==> config.mk <==
export PLATFORM = sky130hd
export DESIGN_NAME = fc_layer_ctrl
export DESIGN_NICKNAME = d
export VERILOG_FILES = /design/src/rtl/fc_layer_ctrl.sv
export SDC_FILE = /design/constraint.sdc
export NUM_CORES = 1
export LEC_CHECK = 0
export CAP_MARGIN = 20
export CORE_ASPECT_RATIO = 0.75
export CORE_MARGIN = 2
export CORE_UTILIZATION = 41
export CTS_BUF_LIST = sky130_fd_sc_hd__clkbuf_16
export DETAILED_ROUTE_END_ITERATION = 16
export PLACE_DENSITY = 0.83
export SYNTH_ARGS = -nofsm -noshare
export SYNTH_HDL_FRONTEND = slang
export SYNTH_SLANG_ARGS = --single-unit
==> constraint.sdc <==
create_clock -name clk_i -period 1.7 [get_ports clk_i]
set_input_delay 0.255 -clock clk_i [delete_from_list [all_inputs] [get_ports clk_i]]
set_output_delay 0.255 -clock clk_i [all_outputs]
set_load 0.01 [all_outputs]
==> src/rtl/fc_layer_ctrl.sv <==
// fc_layer_ctrl: sequencer for one fully-connected layer.
// Collects one input vector of PREVIOUS_LAYER_HEIGHT words from upstream and
// broadcasts each word with its weight address to the neurons. It then runs a
// bias/load step and holds "layer result valid" until downstream consumes it.
// Optional feature macro: FC_LAYER_CTRL_PERF_EN adds vec_count_o, a wrapping
// count of consumed layer results.
//
// state  | meaning
// ACCEPT | take input words over valid/ready, mem_addr_o = word index
// BIAS   | last word accumulates in the neurons, mem_addr_o = bias address
// LOAD   | add_bias_o high, neurons register their result
// DONE   | valid_o high until ready_i, mem_addr_o prefetches word 0

module fc_layer_ctrl #(
    parameter int WORD_SIZE             = 16,
    parameter int PREVIOUS_LAYER_HEIGHT = 4,
    localparam int ADDR_BITS            = $clog2(PREVIOUS_LAYER_HEIGHT + 1)
) (
    input  logic                        clk_i,
    input  logic                        reset_i,
    input  logic                        valid_i,
    output logic                        ready_o,
    input  logic signed [WORD_SIZE-1:0] data_i,
    output logic signed [WORD_SIZE-1:0] data_o,
    output logic [ADDR_BITS-1:0]        mem_addr_o,
    output logic                        sum_en_o,
    output logic                        add_bias_o,
    output logic                        valid_o,
    input  logic                        ready_i
`ifdef FC_LAYER_CTRL_PERF_EN
    ,
    output logic [15:0]                 vec_count_o
`endif
);

    localparam logic [ADDR_BITS-1:0] LAST_IDX  = ADDR_BITS'(PREVIOUS_LAYER_HEIGHT - 1);
    localparam logic [ADDR_BITS-1:0] BIAS_ADDR = ADDR_BITS'(PREVIOUS_LAYER_HEIGHT);

    typedef enum logic [1:0] {
        ACCEPT = 2'd0,
        BIAS   = 2'd1,
        LOAD   = 2'd2,
        DONE   = 2'd3
    } state_t;

    state_t                      state, state_next;
    logic [ADDR_BITS-1:0]        cnt, cnt_next;
    logic signed [WORD_SIZE-1:0] data_next;
    logic                        sum_en_next;
    logic                        add_bias_next;
    logic                        valid_next;

    // State register plus the registered control bus; reset dominates everything.
    always_ff @(posedge clk_i) begin
        if (reset_i) begin
            state      <= ACCEPT;
            cnt        <= '0;
            data_o     <= '0;
            sum_en_o   <= 1'b0;
            add_bias_o <= 1'b0;
            valid_o    <= 1'b0;
        end else begin
            state      <= state_next;
            cnt        <= cnt_next;
            data_o     <= data_next;
            sum_en_o   <= sum_en_next;
            add_bias_o <= add_bias_next;
            valid_o    <= valid_next;
        end
    end

    // Next-state and next values of the registered outputs.
    always_comb begin
        state_next    = state;
        cnt_next      = cnt;
        data_next     = data_o;
        sum_en_next   = 1'b0;
        add_bias_next = 1'b0;
        valid_next    = 1'b0;
        unique case (state)
            ACCEPT: begin
                if (valid_i) begin
                    data_next   = data_i;
                    sum_en_next = 1'b1;
                    if (cnt == LAST_IDX) begin
                        cnt_next   = '0;
                        state_next = BIAS;
                    end else begin
                        cnt_next = cnt + ADDR_BITS'(1);
                    end
                end
            end
            BIAS: begin
                add_bias_next = 1'b1;
                state_next    = LOAD;
            end
            LOAD: begin
                valid_next = 1'b1;
                state_next = DONE;
            end
            DONE: begin
                // A consume on the first valid cycle is honoured immediately.
                if (ready_i) begin
                    state_next = ACCEPT;
                end else begin
                    valid_next = 1'b1;
                end
            end
            default: state_next = ACCEPT;
        endcase
    end

    // Combinational handshake and address outputs decoded from state/cnt.
    always_comb begin
        ready_o    = 1'b0;
        mem_addr_o = '0;
        unique case (state)
            ACCEPT: begin
                ready_o    = 1'b1;
                mem_addr_o = cnt;
            end
            BIAS, LOAD: mem_addr_o = BIAS_ADDR;
            DONE:       mem_addr_o = '0;
            default:    mem_addr_o = '0;
        endcase
    end

`ifdef FC_LAYER_CTRL_PERF_EN
    // Count consumed layer results; wraps naturally at 16 bits.
    always_ff @(posedge clk_i) begin
        if (reset_i) begin
            vec_count_o <= '0;
        end else if (state == DONE && ready_i) begin
            vec_count_o <= vec_count_o + 16'd1;
        end
    end
`endif

endmodule

==> flow_metrics.py <==
metrics = {
    "logic_synthesis": {
        "synthFlopType": "dfxtp_1",
        "ys_top_cells_by_area": "dfxtp_1 47%, nand2_1 12%, a21oi_2 7.7%",
        "syn-cell-area_mm2": 0.001021,
        "synth-xor-area-share_pct": 0,
        "yosysSeqAreaShare_pct": 47.06,
        "yosys.area.top_type": "dfxtp_1",
        "synth_warnings": 0,
        "synthCells": 113,
        "synth_top_family_by_area": "simple AND/OR/NAND/NOR gates",
        "synth_compound_area_share_pct": 13.85,
        "ys_types": 21,
        "syn_avg_cell_area_um2": 9.035,
        "ys_ff_latch": 24,
        "synth_top_area_share_pct": 47.06,
        "synth-simple-area-share_pct": 23.04,
        "synthAdderAreaFrac_pct": 7.353,
        "synth_nets": 139,
        "muxShareOfSynthArea_pct": 3.064,
        "synth_edf_count": 0,
        "synth_async_sr_flop_share_pct": 0,
    },
    "sta": {
        "finalClockSkew_ns": 0.0008195,
        "post-route-period-util_pct": 97.52,
        "finalSetupTns_ns": 0,
        "worst-slew-pin-transition_ns": 0.3623,
        "layout_min_cycle_time_ns": 1.658,
        "drv_slew": 0,
        "hold_viol_final": 0,
        "max_freq_mhz": 603.2,
        "rsz0062_at_grt": "false",
        "max-slew-margin-rel_pct": 75.76,
        "setup_viol": 0,
    },
    "worst_setup_path": {
        "crit_fanout": 5,
        "startpoint_type": "flop",
        "crit_required_ns": 1.44,
        "crit_start": "state[0]$_SDFFE_PP0P_",
        "reg2reg_from": "state[0]$_SDFFE_PP0P_",
        "critical_path_class": "reg -> out",
        "critPathCaptureType": "output port",
        "crit_arrival_ns": 1.40,
    },
    "clock_tree": {
        "cts_tree": "yes",
        "root_buffer": "clkbuf_16",
        "postCtsHoldBufs": 0,
        "cts.sinks": 24,
        "postCtsSetupRepairBufs": 0,
        "cts_max_level": 1,
        "numCtsBuffers": 3,
        "clk_pin_slew_ns": 0.06,
        "clkLatencyLatePin_ns": 0.25,
        "clockBufferDepth": 2,
    },
    "power_and_ir_drop": {
        "ir_drop_v": 0.0006894,
        "cellPowerDensity_mw_per_mm2": 1080,
        "p_leak_nw": 0.6191,
    },
    "place": {
        "dp_hpwl_um": 1781,
        "dpl_cell_area_mm2": 0.001494,
        "globalplace.congestion": 0.7726,
        "io_buffers": 42,
    },
    "floorplanning": {
        "die_h_um": 47.22,
        "io_pins": 43,
        "dieWidth_um": 61.62,
        "fp-row-count": 15,
        "dieArea_mm2": 0.002909,
        "core_region_area_mm2": 0.002327,
        "start_util_pct": 43.87,
    },
    "drt": {
        "vias": 915,
        "first_pass_iters": 4,
        "detail_route.iter0.violations": 14,
        "wl_um": 2470,
        "vias_per_cell": 4.716,
        "drc": 0,
        "wl_per_cell_um": 12.73,
        "ant_nets": 0,
    },
    "flow_run": {
        "timing.max_cap.violations": 0,
    },
    "global_routing": {
        "grt_antenna_before_repair": 0,
        "grt_max_degree": 20,
        "grt_pass1_wl_um": 3912,
        "grt_pass1_vias": 907,
        "grt_overflow": 0,
        "grt.total_usage_pct": 18.78,
    },
    "layout": {
        "antenna_cells": 0,
        "mostFrequentLayoutCell": "clkdlybuf4s50_1",
        "stdcell_area_mm2": 0.001580,
        "drive_gt1_share_pct": 19.38,
        "syn2layout_area_growth_pct": 54.78,
        "final_cell_mix": "39 x clkdlybuf4s50_1, 32 x nand2_1, 22 x dfxtp_1",
        "nNetsFinal": 188,
    },
    "hold_path": {
        "hold_start": "data_o[4]$_SDFFE_PP0P_",
        "hp-class": "reg -> reg",
    },
    "status": {
        "status": "completed",
    },
}
-- layout make-up --
type                    instances  area, um2
fillers                       220      747.0
multi-input cells              81      495.5
flip-flops and latches         24      483.0
repair buffers                 50      476.7
clock buffers                   3      75.07
well taps                      34      42.54
inverters                       2      7.507
-- metrics by stage --
step                hold WS [ns]  setup slack [ns]  std cells  utilization (%)   power, W
global placement          0.4422           0.05766        191            64.19   0.001185
global route              0.4768          0.006207        194            67.90   0.001793
detailed placement        0.4528           0.01621        191            64.19   0.001209
CTS                       0.4608           0.02214        194            67.80   0.001710
finish                    0.4559           0.04212        194            67.90   0.001707
floorplan                 0.3819            0.3182        113                -  0.0009683
-- synthesized netlist by cell type, types with 2 or more instances --
cell type	count
a21oi_1	11
nand3b_1	2
dfxtp_1	24
and2_2	2
mux2i_1	2
nand2_1	32
inv_1	2
ha_1	6
nand2b_1	5
nand2_2	3
nor2b_1	2
a21oi_2	9
buf_2	3
nor2_1	3
-- report_power, final --
part           switching [W]  internal [W]  total, W
sequential         0.0000345      0.000631  0.000666
combinational       0.000260      0.000290  0.000550
clock               0.000181      0.000310  0.000492
total               0.000476       0.00123   0.00171
-- worst paths after layout --
check / endpoint / slack (ns) / cells after the start
max: mem_addr_o[2] / 0.04 / 4
min: data_o[4]$_SDFFE_PP0P_ / 0.46 / 2
min reg2reg: data_o[4]$_SDFFE_PP0P_ / 0.46 / 2
max reg2reg: state[0]$_SDFFE_PP0P_ / 0.32 / 5
-- state kept, by name, summed over array words and instances (netlist names) --
name	count
add_bias_o	1
data_o	16
state	2
valid_o	1
sum_en_o	1
cnt	3
-- cells by family (layout without fill, tap and decap cells) --
kind of cell,Yosys count,count (layout)
multiplexers,3,3
AO/OA/AOI/OAI,21,21
adder cells (fa/ha/maj),6,6
buffers and inverters,8,55
AND/OR/NAND/NOR,51,51
flip-flops,24,24
-- routing by layer --
metal / routed length [um] / part of all wire (%) / global-route usage, % / vias up
met5: 0 / 0 / 0 / -
li1: - / - / - / 456
met1: 1019 / 41 / 19.46 / 434
met2: 1304 / 53 / 36.63 / 23
met3: 135 / 5.5 / 6.887 / 2
met4: 10 / 0.40 / 3.830 / 0
-- critical path, stage by stage (launching register included) --
cell           delay (ns)
dfxtp_2              0.32
inv_2                0.07
ha_4                 0.16
mux2_2               0.33
dlygate4sd2_1        0.28
-- repair_timing --
| action | in CTS | in global routing |
|---|---|---|
| resized for setup | 7 | 2 |
| setup endpoints to repair | 3 | 1 |
| gates cloned | 0 | 0 |
Note: power is estimated with default switching activity, not from simulation.
